<file path="config.mk">
export PLATFORM = sky130hd
export DESIGN_NAME = fft32_input_loader
export DESIGN_NICKNAME = d
export VERILOG_FILES = /design/src/rtl/fft32_input_loader.sv
export SDC_FILE = /design/constraint.sdc
export NUM_CORES = 1
export LEC_CHECK = 0
export CAP_MARGIN = 25
export CORE_ASPECT_RATIO = 2
export CORE_UTILIZATION = 43
export CTS_BUF_LIST = sky130_fd_sc_hd__clkbuf_8 sky130_fd_sc_hd__clkbuf_16
export DETAILED_ROUTE_END_ITERATION = 10
export PLACE_DENSITY = 0.79
export SLEW_MARGIN = 0
export SYNTH_ARGS = -nofsm -noshare
export SYNTH_HDL_FRONTEND = slang
export SYNTH_SLANG_ARGS = --single-unit
export TNS_END_PERCENT = 1
</file>
<file path="constraint.sdc">
create_clock -name i_clk -period 2.24 [get_ports i_clk]
set_input_delay 0.448 -clock i_clk [delete_from_list [all_inputs] [get_ports i_clk]]
set_output_delay 0.448 -clock i_clk [all_outputs]
set_load 0.02 [all_outputs]
</file>
<file path="src/rtl/fft32_input_loader.sv">
// Ping-pong frame loader feeding the FFT32 control unit.
// Writes 32-sample frames into alternating RAM banks at bit-reversed addresses.
module fft32_input_loader #(
  parameter int unsigned DATA_W = 16
) (
  input  logic              i_clk,
  input  logic              i_rst_n,
  input  logic              i_valid,
  output logic              o_ready,
  input  logic [DATA_W-1:0] i_re,
  input  logic [DATA_W-1:0] i_im,
  output logic              o_wr_en,
  output logic              o_wr_bank,
  output logic [4:0]        o_wr_addr,
  output logic [DATA_W-1:0] o_wr_re,
  output logic [DATA_W-1:0] o_wr_im,
  output logic              o_start,
  output logic              o_rd_bank,
  output logic              o_busy,
  input  logic              i_fft_done
);

  localparam int unsigned CNT_W = 5;
  localparam logic [CNT_W-1:0] CNT_LAST = CNT_W'(31);

  typedef enum logic {IDLE, RUN} state_t;

  state_t           state_q, state_d;
  logic [CNT_W-1:0] cnt_q, cnt_d;
  logic [1:0]       full_q, full_d;
  logic             wr_bank_q, wr_bank_d;
  logic             rd_bank_d;
  logic             done_q;
  logic             accept, done_rise;
  logic             start_d, ready_d, busy_d;

  function automatic logic [CNT_W-1:0] bitrev(input logic [CNT_W-1:0] v);
    logic [CNT_W-1:0] r;
    for (int i = 0; i < int'(CNT_W); i++) r[i] = v[CNT_W-1-i];
    return r;
  endfunction

  // Frame fill, bank ownership and start/release sequencing
  always_comb begin
    state_d   = state_q;
    cnt_d     = cnt_q;
    full_d    = full_q;
    wr_bank_d = wr_bank_q;
    rd_bank_d = o_rd_bank;
    start_d   = 1'b0;
    accept    = i_valid & o_ready;
    done_rise = i_fft_done & ~done_q;

    if (accept) begin
      if (cnt_q == CNT_LAST) begin
        full_d[wr_bank_q] = 1'b1;
        wr_bank_d         = ~wr_bank_q;
        cnt_d             = '0;
      end else begin
        cnt_d = cnt_q + CNT_W'(1);
      end
    end

    case (state_q)
      IDLE: begin
        if (full_q[o_rd_bank]) begin
          start_d = 1'b1;
          state_d = RUN;
        end
      end
      RUN: begin
        if (done_rise) begin
          full_d[o_rd_bank] = 1'b0;
          rd_bank_d         = ~o_rd_bank;
          state_d           = IDLE;
        end
      end
      default: state_d = IDLE;
    endcase

    // A bank that is full on the next cycle must not be offered to the source
    ready_d = ~full_d[wr_bank_d];
    busy_d  = (state_d == RUN);
  end

  always_ff @(posedge i_clk or negedge i_rst_n) begin
    if (!i_rst_n) begin
      state_q   <= IDLE;
      cnt_q     <= '0;
      full_q    <= '0;
      wr_bank_q <= 1'b0;
      done_q    <= 1'b0;
      o_rd_bank <= 1'b0;
      o_ready   <= 1'b0;
      o_start   <= 1'b0;
      o_busy    <= 1'b0;
      o_wr_en   <= 1'b0;
      o_wr_bank <= 1'b0;
      o_wr_addr <= '0;
      o_wr_re   <= '0;
      o_wr_im   <= '0;
    end else begin
      state_q   <= state_d;
      cnt_q     <= cnt_d;
      full_q    <= full_d;
      wr_bank_q <= wr_bank_d;
      done_q    <= i_fft_done;
      o_rd_bank <= rd_bank_d;
      o_ready   <= ready_d;
      o_start   <= start_d;
      o_busy    <= busy_d;
      o_wr_en   <= accept;
      if (accept) begin
        o_wr_bank <= wr_bank_q;
        o_wr_addr <= bitrev(cnt_q);
        o_wr_re   <= i_re;
        o_wr_im   <= i_im;
      end
    end
  end

endmodule
</file>
==> run_results.csv, run 1 <==
group,metric,value,unit
outcome,status,"complete, no violations",
die,initial_core_util,44.4,%
logic_synthesis,seq_area_frac_synth,63.7,%
logic_synthesis,synth_area_leaders,"dfrtp_1 (64%), mux2_2 (21%), clkbuf_8 (2.0%)",
clock_network,holdBufCountCts,0,
placed_design,portBuffers,78,
sta,worstMarginPinSlew,0.636,ns
clock_network,cts-htree-levels,2,
die,chipHeight,99.5,µm
setup_path,cp_num_buf_inv,1,
global_routing,grt_max_degree,53,
placed_design,dp_slack,0.303,ns
setup_path,reg2reg_from,"cnt_q[0]$_DFFE_PN0N_",
setup_path,arrival,1.42,ns
detailed_routing,drt-pass1-iter-count,3,
clock_network,clock_sinks,52,
logic_synthesis,yosysTopAreaCellShare,63.7,%
sta,max_freq,537,MHz
setup_path,cp.depth,1,
worst_hold_path,hold_path.class,"in2async",
logic_synthesis,synthCells,130,
setup_path,crit_family,"buffers and inverters",
sta,final_hold_viol_count,0,
logic_synthesis,yosysTopAreaCell,"dfrtp_1",
logic_synthesis,avgSynthCellArea,15.7,µm²
die,dieWidth,50.7,µm
final_layout,n_fill_cell,356,
setup_path,cpPeakStageDelay,0.65,ns
flow_run,max_cap_viol_count,0,
sta,period_needed,1.86,ns
logic_synthesis,synth_area,2040,µm²
sta,setup_viol,0,
die,die_area,5050,µm²
final_layout,layout-drive-gt1-share,25.4,%
global_routing,grt_pass1_wl,7.15,mm
placed_design,gp_congestion,0.750,
setup_path,critPathKind,"reg2out",
logic_synthesis,synth_cell_types,26,
sta,post-route-period-util,83.2,%
detailed_routing,drc,0,
sta,setup_tns,0,ns
setup_path,cp_slowest_cell,"clkdlybuf4s50_1",
setup_path,critPathMaxFanout,6,
placed_design,hpwl,3.31,mm
detailed_routing,wl_per_cell,16.6,µm
die,core_area,4600,µm²
detailed_routing,drt_iter0_markers,8,
setup_path,r2r-end,"o_ready$_DFF_PN0_",
detailed_routing,drt-total-wl,4.44,mm
die,row_count,35,
detailed_routing,vias,1349,
setup_path,ff2ff_path_depth,6,
clock_network,cts_root_buf,"clkbuf_8",
logic_synthesis,ys_warn_count,0,
global_routing,grtUsageMet3,4.28,%
final_layout,syn_to_final_growth,43.9,%
clock_network,postCtsSetupRepairBufs,0,
detailed_routing,ant_nets,0,
clock_network,tritoncts,"yes",
power_and_ir_drop,worst_ir_drop_vdd,905,µV
clock_network,clockBufferDepth,2,
sta,slew_violations,0,
final_layout,antenna_cells,0,
logic_synthesis,syn-num-nets,168,
setup_path,crit_start,"o_rd_bank$_DFFE_PN0P_",
setup_path,end_kind,"output port",
global_routing,use_met1,19.6,%
power_and_ir_drop,power.leakage,1.25,nW
global_routing,antenna_found_initial,0,
die,ioPinCount,79,
global_routing,grt_pass1_vias,1489,
clock_network,clk_latency,0.29,ns
final_layout,nets,251,
clock_network,cts_resized,0,
power_and_ir_drop,powerDensity,1210,nW/µm²
setup_path,critPathCapture,"o_rd_bank",
setup_path,reg2reg_slack,0.38,ns
setup_path,worst_setup_path_start_kind,"flop",
logic_synthesis,synth_seq_cells,52,
sta,setup_ws,0.377,ns
detailed_routing,vias_per_cell,5.03,
global_routing,grt_usage,19.2,%
sta,slew_headroom,57.6,%
sta,finalClockSkew,0.00891,ns
global_routing,grt_use_met2,34.2,%
clock_network,clk_pin_slew,0.09,ns
sta,rsz0062_at_grt,"false",
global_routing,grt-ovfl-total,0,
setup_path,worstPathRequired,1.79,ns
clock_network,cts_buffers,5,
global_routing,busiest_layer,"met2",
setup_path,crit_path_cell_trace,"clkdlybuf4s50_1",
## where the power goes
part	switching, mW	leakage (nW)	internal, mW
registers	0.239	0.611	1.28
clock network	0.283	0.0452	0.209
logic	0.702	0.597	0.836
## metal layers
layer / vias up / part of all wire [%]
met5: - / 0
met4: 0 / 4.1
met3: 13 / 3.6
met2: 44 / 57
met1: 679 / 35
li1: 613 / -
## registers in the layout, summed over array words and instances, names as in the netlist
signal     cells
cnt_q          5
done_q         1
full_q         2
o_rd_bank      1
o_ready        1
o_start        1
o_wr_addr      5
o_wr_bank      1
o_wr_en        1
o_wr_im       16
o_wr_re       16
state_q        1
wr_bank_q      1
## placed cells by master (no fill, tap or decap)
master / instances
buf_12: 1
buf_4: 1
and3_1: 1
clkdlybuf4s50_1: 77
nor4_1: 1
clkbuf_8: 5
mux2_2: 39
nand3_1: 2
xnor2_1: 1
nor2_1: 3
mux2_4: 2
nand2_4: 1
o21ai_0: 3
nor2b_1: 2
inv_1: 4
xnor2_2: 1
dfrtp_1: 52
buf_2: 1
nand3_2: 1
ha_1: 2
a221o_1: 1
or3_2: 1
a21oi_1: 2
a2bb2oi_1: 1
nand2_1: 3
a31oi_1: 1
nand3b_1: 1
xor2_1: 1
clkinv_2: 1
nand2b_1: 1
## cell usage after synthesis
cell	count
nand2_1	3
mux2_2	39
o21ai_0	3
or3_2	1
inv_1	3
nand2_4	1
a21oi_1	2
a2bb2oi_1	1
xor2_1	1
buf_6	1
mux2_4	2
nand3_1	2
nor2b_1	2
dfrtp_1	52
nand3b_1	1
nor2_1	3
nor4_1	1
xnor2_2	1
and3_1	1
a31oi_1	1
xnor2_1	1
ha_1	2
nand3_2	1
nand2b_1	1
clkbuf_8	3
a221o_1	1
## how the worst min path moves through the flow
stage / end / depth (start not counted)
floorplan: cnt_q[0]$_DFFE_PN0N_ / 0
global placement: o_start$_DFF_PN0_ / 1
detailed placement: o_start$_DFF_PN0_ / 1
CTS: o_wr_addr[1]$_DFFE_PN0N_ / 2
global route: o_wr_re[14]$_DFFE_PN0N_ / 2
finish: o_wr_re[11]$_DFFE_PN0N_ / 2
## final cells by class
| type | count | area, µm² | share of cell area, % |
|---|---|---|---|
| sequential | 52 | 1300 | 44.3 |
| tap | 55 | 68.8 | 2.34 |
| timing repair buffer | 80 | 803 | 27.3 |
| clock buffer | 5 | 68.8 | 2.34 |
| multi-input combinational | 71 | 678 | 23.1 |
| clock inverter | 2 | 8.76 | 0.298 |
| inverter | 3 | 11.3 | 0.383 |
## metrics by stage
stage | area, µm² | util (%) | power [mW] | std cells | hold slack [ns]
after floorplan | 2040 | - | 2.30 | 130 | 0.152
after global routing | 2940 | 63.9 | 3.72 | 268 | 0.312
after CTS | 2940 | 63.9 | 3.58 | 268 | 0.276
final | 2940 | 63.9 | 3.55 | 268 | 0.259
after global placement | 2860 | 62.3 | 3.00 | 261 | 0.476
after detailed placement | 2860 | 62.3 | 3.08 | 261 | 0.479
## kinds of logic after synthesis
group | count (synthesis) | share of synthesized area (%)
muxes | 41 | 23.0
AOI/OAI and AO/OA | 8 | 2.45
adders and majority gates | 2 | 1.22
and+or+nand+nor | 17 | 4.90
DFF | 52 | 63.7
xor gates and xnor gates | 3 | 1.65
buffers and inverters | 7 | 3.12
Power figures use the tool's default switching activity.
==> inputs of run 2 (changes only) <==
CORE_UTILIZATION = 39   (was 43)
PLACE_DENSITY = 0.75   (was 0.79)
clock period = 1.5 ns   (was 2.24 ns; I/O delays follow)
==> run_results.csv, run 2 (synthesis gave the netlist of run 1 again) <==
group,metric,value,unit
clock_network,cts_root_buf,"clkbuf_8",
outcome,status,"finished with violations",
global_routing,grt_max_degree,53,
power_and_ir_drop,p_comb_share,41.6,%
global_routing,grt_pass1_wl,6.62,mm
clock_network,clk_pin_slew,0.09,ns
die,row_count,37,
clock_network,clk_latency,0.31,ns
final_layout,layout.cells.non_filler,287,
global_routing,antenna_found_initial,0,
final_layout,final_cell_mix,"dfrtp_1 (52), dlygate4sd2_1 (43), mux2_2 (38), clkdlybuf4s50_1 (34), buf_4 (12)",
setup_path,arrival,1.75,ns
setup_path,end_kind,"flop",
clock_network,tritoncts,"yes",
sta,slew_violations,0,
outcome,violations,"negative setup slack",
clock_network,cts-htree-levels,2,
setup_path,reg2reg_from,"cnt_q[0]$_DFFE_PN0N_",
placed_design,portBuffers,78,
final_layout,syn_to_final_growth,53.3,%
setup_path,worstPathRequired,1.71,ns
power_and_ir_drop,switching_power,1.86,mW
detailed_routing,drt-total-wl,4.14,mm
sta,final_hold_viol_count,0,
sta,rsz0062_at_grt,"true",
final_layout,nets,266,
global_routing,grt_usage,16.7,%
sta,worstMarginPinSlew,0.272,ns
die,dieWidth,53.2,µm
clock_network,clock_sinks,52,
die,core_area,5090,µm²
sta,setup_ws,-0.0449,ns
sta,period_needed,1.54,ns
power_and_ir_drop,powerDensity,1740,nW/µm²
worst_hold_path,holdPathStages,1,
final_layout,final_area,3130,µm²
flow_run,max_cap_viol_count,0,
sta,max_freq,647,MHz
final_layout,layout-drive-gt1-share,32.3,%
sta,setup_viol,1,
setup_path,reg2reg_slack,-0.04,ns
detailed_routing,drt-pass1-iter-count,6,
clock_network,clockBufferDepth,2,
power_and_ir_drop,intPower,3.58,mW
placed_design,gp_congestion,0.722,
placed_design,hpwl,3.07,mm
die,ioPinCount,79,
sta,slew_headroom,81.9,%
final_layout,antenna_cells,0,
placed_design,placed_area,3040,µm²
power_and_ir_drop,pwr-share-seq,39.8,%
die,chipHeight,104,µm
setup_path,cp_slowest_cell,"dfrtp_1",
power_and_ir_drop,power.leakage,1.42,nW
detailed_routing,vias_per_cell,4.84,
power_and_ir_drop,switching_share,34.2,%
power_and_ir_drop,p_clk_share,18.5,%
final_layout,final_common_cell,"dfrtp_1",
setup_path,critPathMaxFanout,4,
power_and_ir_drop,worst_ir_drop_vdd,998,µV
detailed_routing,drc,0,
detailed_routing,ant_nets,0,
die,die_area,5550,µm²
placed_design,dp_slack,-0.176,ns
clock_network,postCtsSetupRepairBufs,0,
die,initial_core_util,40.1,%
placed_design,place_inst,278,
worst_hold_path,min-delay-start,"i_fft_done",
sta,whs,0.459,ns
setup_path,critPathKind,"reg2reg",
setup_path,worst_setup_path_start_kind,"flop",
global_routing,grt_pass1_vias,1404,
worst_hold_path,min_to,"done_q$_DFF_PN0_",
setup_path,cpPeakStageDelay,0.36,ns
global_routing,grt-ovfl-total,0,
sta,setup_tns,-0.0449,ns
clock_network,cts_buffers,5,
detailed_routing,wl_per_cell,14.4,µm
detailed_routing,drt_iter0_markers,24,
sta,post-route-period-util,103,%
setup_path,crit_path_cell_trace,"ha_2, and3_4, ha_4, nand3_4, xnor2_2, mux2_4",
worst_hold_path,hold_path.class,"in2reg",
setup_path,crit_start,"cnt_q[0]$_DFFE_PN0N_",
setup_path,r2r-end,"o_ready$_DFF_PN0_",
detailed_routing,vias,1388,
sta,finalClockSkew,0.00774,ns
final_layout,largestRegisters,"o_wr_im (16), o_wr_re (16)",
setup_path,ff2ff_path_depth,6,
## run 2: layout make-up
type                    count  area [µm²]
flip-flops and latches     52        1300
clock buffers               6        82.6
multi-input cells          71         724
clock inverters             2        38.8
inverters                   3        11.3
repair buffers             95         902
fillers                   425        1960
well taps                  58        72.6
## run 2: how the worst max path moves through the flow
stage | endpoint | slack, ns | cells after the start
after floorplan | o_ready$_DFF_PN0_ | -0.1 | 6
after global placement | o_wr_im[6]$_DFFE_PN0N_ | -0.15 | 4
after detailed placement | o_wr_im[6]$_DFFE_PN0N_ | -0.18 | 4
after CTS | o_ready$_DFF_PN0_ | -0.05 | 6
after global routing | o_ready$_DFF_PN0_ | -0.12 | 6
final | o_ready$_DFF_PN0_ | -0.04 | 6
## run 2: repair_timing
action                                  4_1_cts  5_1_grt
endpoints found under the hold margin        52        0
pin swaps                                     3        1
resized for setup                            43        2
endpoints found under the setup margin       46        3
hold buffers                                  1        0
## run 2: per-layer routing
metal	vias up	wire length, µm	share of wire [%]	global-route usage, %
li1	646	-	-	-
met1	701	1490	36	17.4
met2	35	2350	57	29.2
met3	6	223	5.4	4.68
met4	0	74	1.8	7.33
met5	-	0	0	0
## run 2: power by group through the flow
stage               clock network [mW]  logic, mW  registers (mW)
floorplan                            0      0.717            2.76
global placement                     0       2.55            2.20
detailed placement                   0       2.58            2.22
CTS                               1.05       2.28            2.18
global route                      1.10       2.44            2.24
finish                            1.01       2.27            2.17
## run 2: stage by stage
stage	power, mW	utilization (%)
finish	5.45	61.5
CTS	5.51	61.2
detailed placement	4.80	59.7
floorplan	3.48	-
global placement	4.75	59.7
global route	5.78	61.5
## run 2: critical path, delay by kind of cell, from the launching register on
| kind | cells | cell delay (ns) |
|---|---|---|
| XOR/XNOR | 1 | 0.17 |
| adder cells (fa/ha/maj) | 2 | 0.34 |
| flip-flops | 1 | 0.36 |
| multiplexers | 1 | 0.31 |
| AND/OR/NAND/NOR | 2 | 0.26 |
==> inputs of run 3 (changes only) <==
CORE_MARGIN = 5   (was not set)
==> run_results.csv, run 3 (synthesis gave the netlist of run 1 again) <==
group,metric,value,unit
die,ioPinCount,79,
sta,rsz0062_at_grt,"true",
sta,setup_ws,-0.0930,ns
sta,setup_viol,2,
detailed_routing,wl_per_cell,15.8,µm
sta,worstMarginPinSlew,0.285,ns
setup_path,critPathMaxFanout,4,
clock_network,cts_buffers,5,
final_layout,final_area,3100,µm²
final_layout,layout-drive-gt1-share,31.6,%
outcome,status,"finished with violations",
die,die_area,6870,µm²
setup_path,reg2reg_from,"cnt_q[0]$_DFFE_PN0N_",
final_layout,nets,266,
final_layout,final_cell_mix,"dfrtp_1 (52), dlygate4sd2_1 (43), mux2_2 (38), clkdlybuf4s50_1 (34), buf_4 (12)",
die,initial_core_util,39.8,%
setup_path,crit_path_cell_trace,"ha_2, and3_4, ha_4, nand3_4, xnor2_4, mux2_4",
final_layout,multi_input_area,736,µm²
setup_path,critPathKind,"reg2reg",
power_and_ir_drop,worst_ir_drop_vdd,1170,µV
global_routing,antenna_found_initial,0,
die,dieWidth,61.2,µm
global_routing,grt_usage,14.5,%
setup_path,cpPeakStageDelay,0.36,ns
placed_design,placed_area,3030,µm²
sta,period_needed,1.59,ns
sta,final_hold_viol_count,0,
worst_hold_path,holdPathStages,1,
worst_hold_path,hold_path.class,"in2reg",
placed_design,portBuffers,78,
clock_network,clk_latency,0.30,ns
die,core_area,5140,µm²
detailed_routing,drt-total-wl,4.52,mm
setup_path,arrival,1.79,ns
sta,finalClockSkew,0.00910,ns
global_routing,grt_pass1_wl,7.51,mm
global_routing,grt-ovfl-total,0,
setup_path,r2r-end,"o_ready$_DFF_PN0_",
die,chipHeight,112,µm
clock_network,clk_pin_slew,0.09,ns
setup_path,cp_num_buf_inv,0,
detailed_routing,drt-pass1-iter-count,4,
outcome,violations,"negative setup slack",
sta,slew_headroom,81.0,%
setup_path,ff2ff_path_depth,6,
sta,slew_violations,0,
detailed_routing,vias_per_cell,4.77,
placed_design,gp_congestion,0.742,
clock_network,clock_sinks,52,
sta,post-route-period-util,106,%
global_routing,grt_pass1_vias,1551,
setup_path,worstPathRequired,1.69,ns
final_layout,syn_to_final_growth,51.7,%
setup_path,cp.depth,6,
sta,max_freq,628,MHz
detailed_routing,drt_iter0_markers,31,
final_layout,n_fill_cell,443,
clock_network,cts-htree-levels,2,
power_and_ir_drop,power.leakage,1.40,nW
placed_design,dp_slack,-0.142,ns
final_layout,final_util,60.3,%
final_layout,antenna_cells,0,
clock_network,cts_root_buf,"clkbuf_8",
clock_network,tritoncts,"yes",
final_layout,seqCellArea,1300,µm²
die,row_count,37,
setup_path,reg2reg_slack,-0.09,ns
detailed_routing,vias,1363,
setup_path,crit_family,"flip-flops",
flow_run,max_cap_viol_count,0,
global_routing,grt_max_degree,53,
setup_path,end_kind,"flop",
worst_hold_path,min-delay-start,"i_fft_done",
setup_path,cp_slowest_cell,"dfrtp_1",
detailed_routing,ant_nets,0,
setup_path,worst_setup_path_start_kind,"flop",
final_layout,final_common_cell,"dfrtp_1",
worst_hold_path,min_to,"done_q$_DFF_PN0_",
power_and_ir_drop,powerDensity,1690,nW/µm²
placed_design,hpwl,3.46,mm
detailed_routing,drc,0,
clock_network,clockBufferDepth,2,
final_layout,largestRegisters,"o_wr_im (16), o_wr_re (16)",
run 3: changes by cell type in the layout (fill, tap and decap cells not counted), sizes merged:
cell / change
bufinv: -1
clkbuf: -1
inv: +1
run 3: how the worst max path moves through the flow:
stage | slack [ns] | start | end
6_report | -0.09 | cnt_q[0]$_DFFE_PN0N_ | o_ready$_DFF_PN0_
2_1_floorplan | -0.1 | cnt_q[0]$_DFFE_PN0N_ | o_ready$_DFF_PN0_
3_5_place_dp | -0.14 | i_valid | o_wr_re[6]$_DFFE_PN0N_
5_1_grt | -0.15 | cnt_q[1]$_DFFE_PN0N_ | o_ready$_DFF_PN0_
4_1_cts | -0.07 | cnt_q[1]$_DFFE_PN0N_ | o_ready$_DFF_PN0_
3_3_place_gp | -0.14 | i_valid | cnt_q[3]$_DFFE_PN0N_
run 3: through the flow:
step                TNS (ns)  instances  hold WS [ns]  total power, mW
finish                -0.113        286         0.469             5.25
global route          -0.265        286         0.465             5.60
CTS                  -0.0915        284         0.459             5.27
detailed placement     -5.39        276         0.322             4.82
global placement       -4.85        276         0.310             4.77
floorplan            -0.0956        130       0.00441             3.48
run 3: cell type report:
cell class | instances | share of cell area (%)
Timing Repair Buffer | 95 | 29.1
Inverter | 3 | 0.363
Clock inverter | 2 | 0.282
Multi-Input combinational cell | 71 | 23.7
Sequential cell | 52 | 42.0
Tap cell | 58 | 2.34
Clock buffer | 5 | 2.22
run 3: repair_timing:
item / 4_1_cts / 5_1_grt
hold buffers: 1 / 0
resized for setup: 44 / 3
buffers inserted: 0 / 2
endpoints found under the setup margin: 46 / 5
hold endpoints to repair: 52 / 0
pin swaps: 2 / 3
run 3: report_power, final:
part           leakage (nW)  internal (mW)  switching (mW)
combinational         0.747           1.16            1.17
clock                0.0452          0.311           0.427
sequential            0.611           1.91           0.271
run 3: metal layers:
layer	wire length (µm)	track usage (%)	part of all wire, %
met5	0	0	0
met4	76	4.49	1.7
met3	281	3.91	6.2
met2	2650	26.0	59
met1	1510	15.7	33
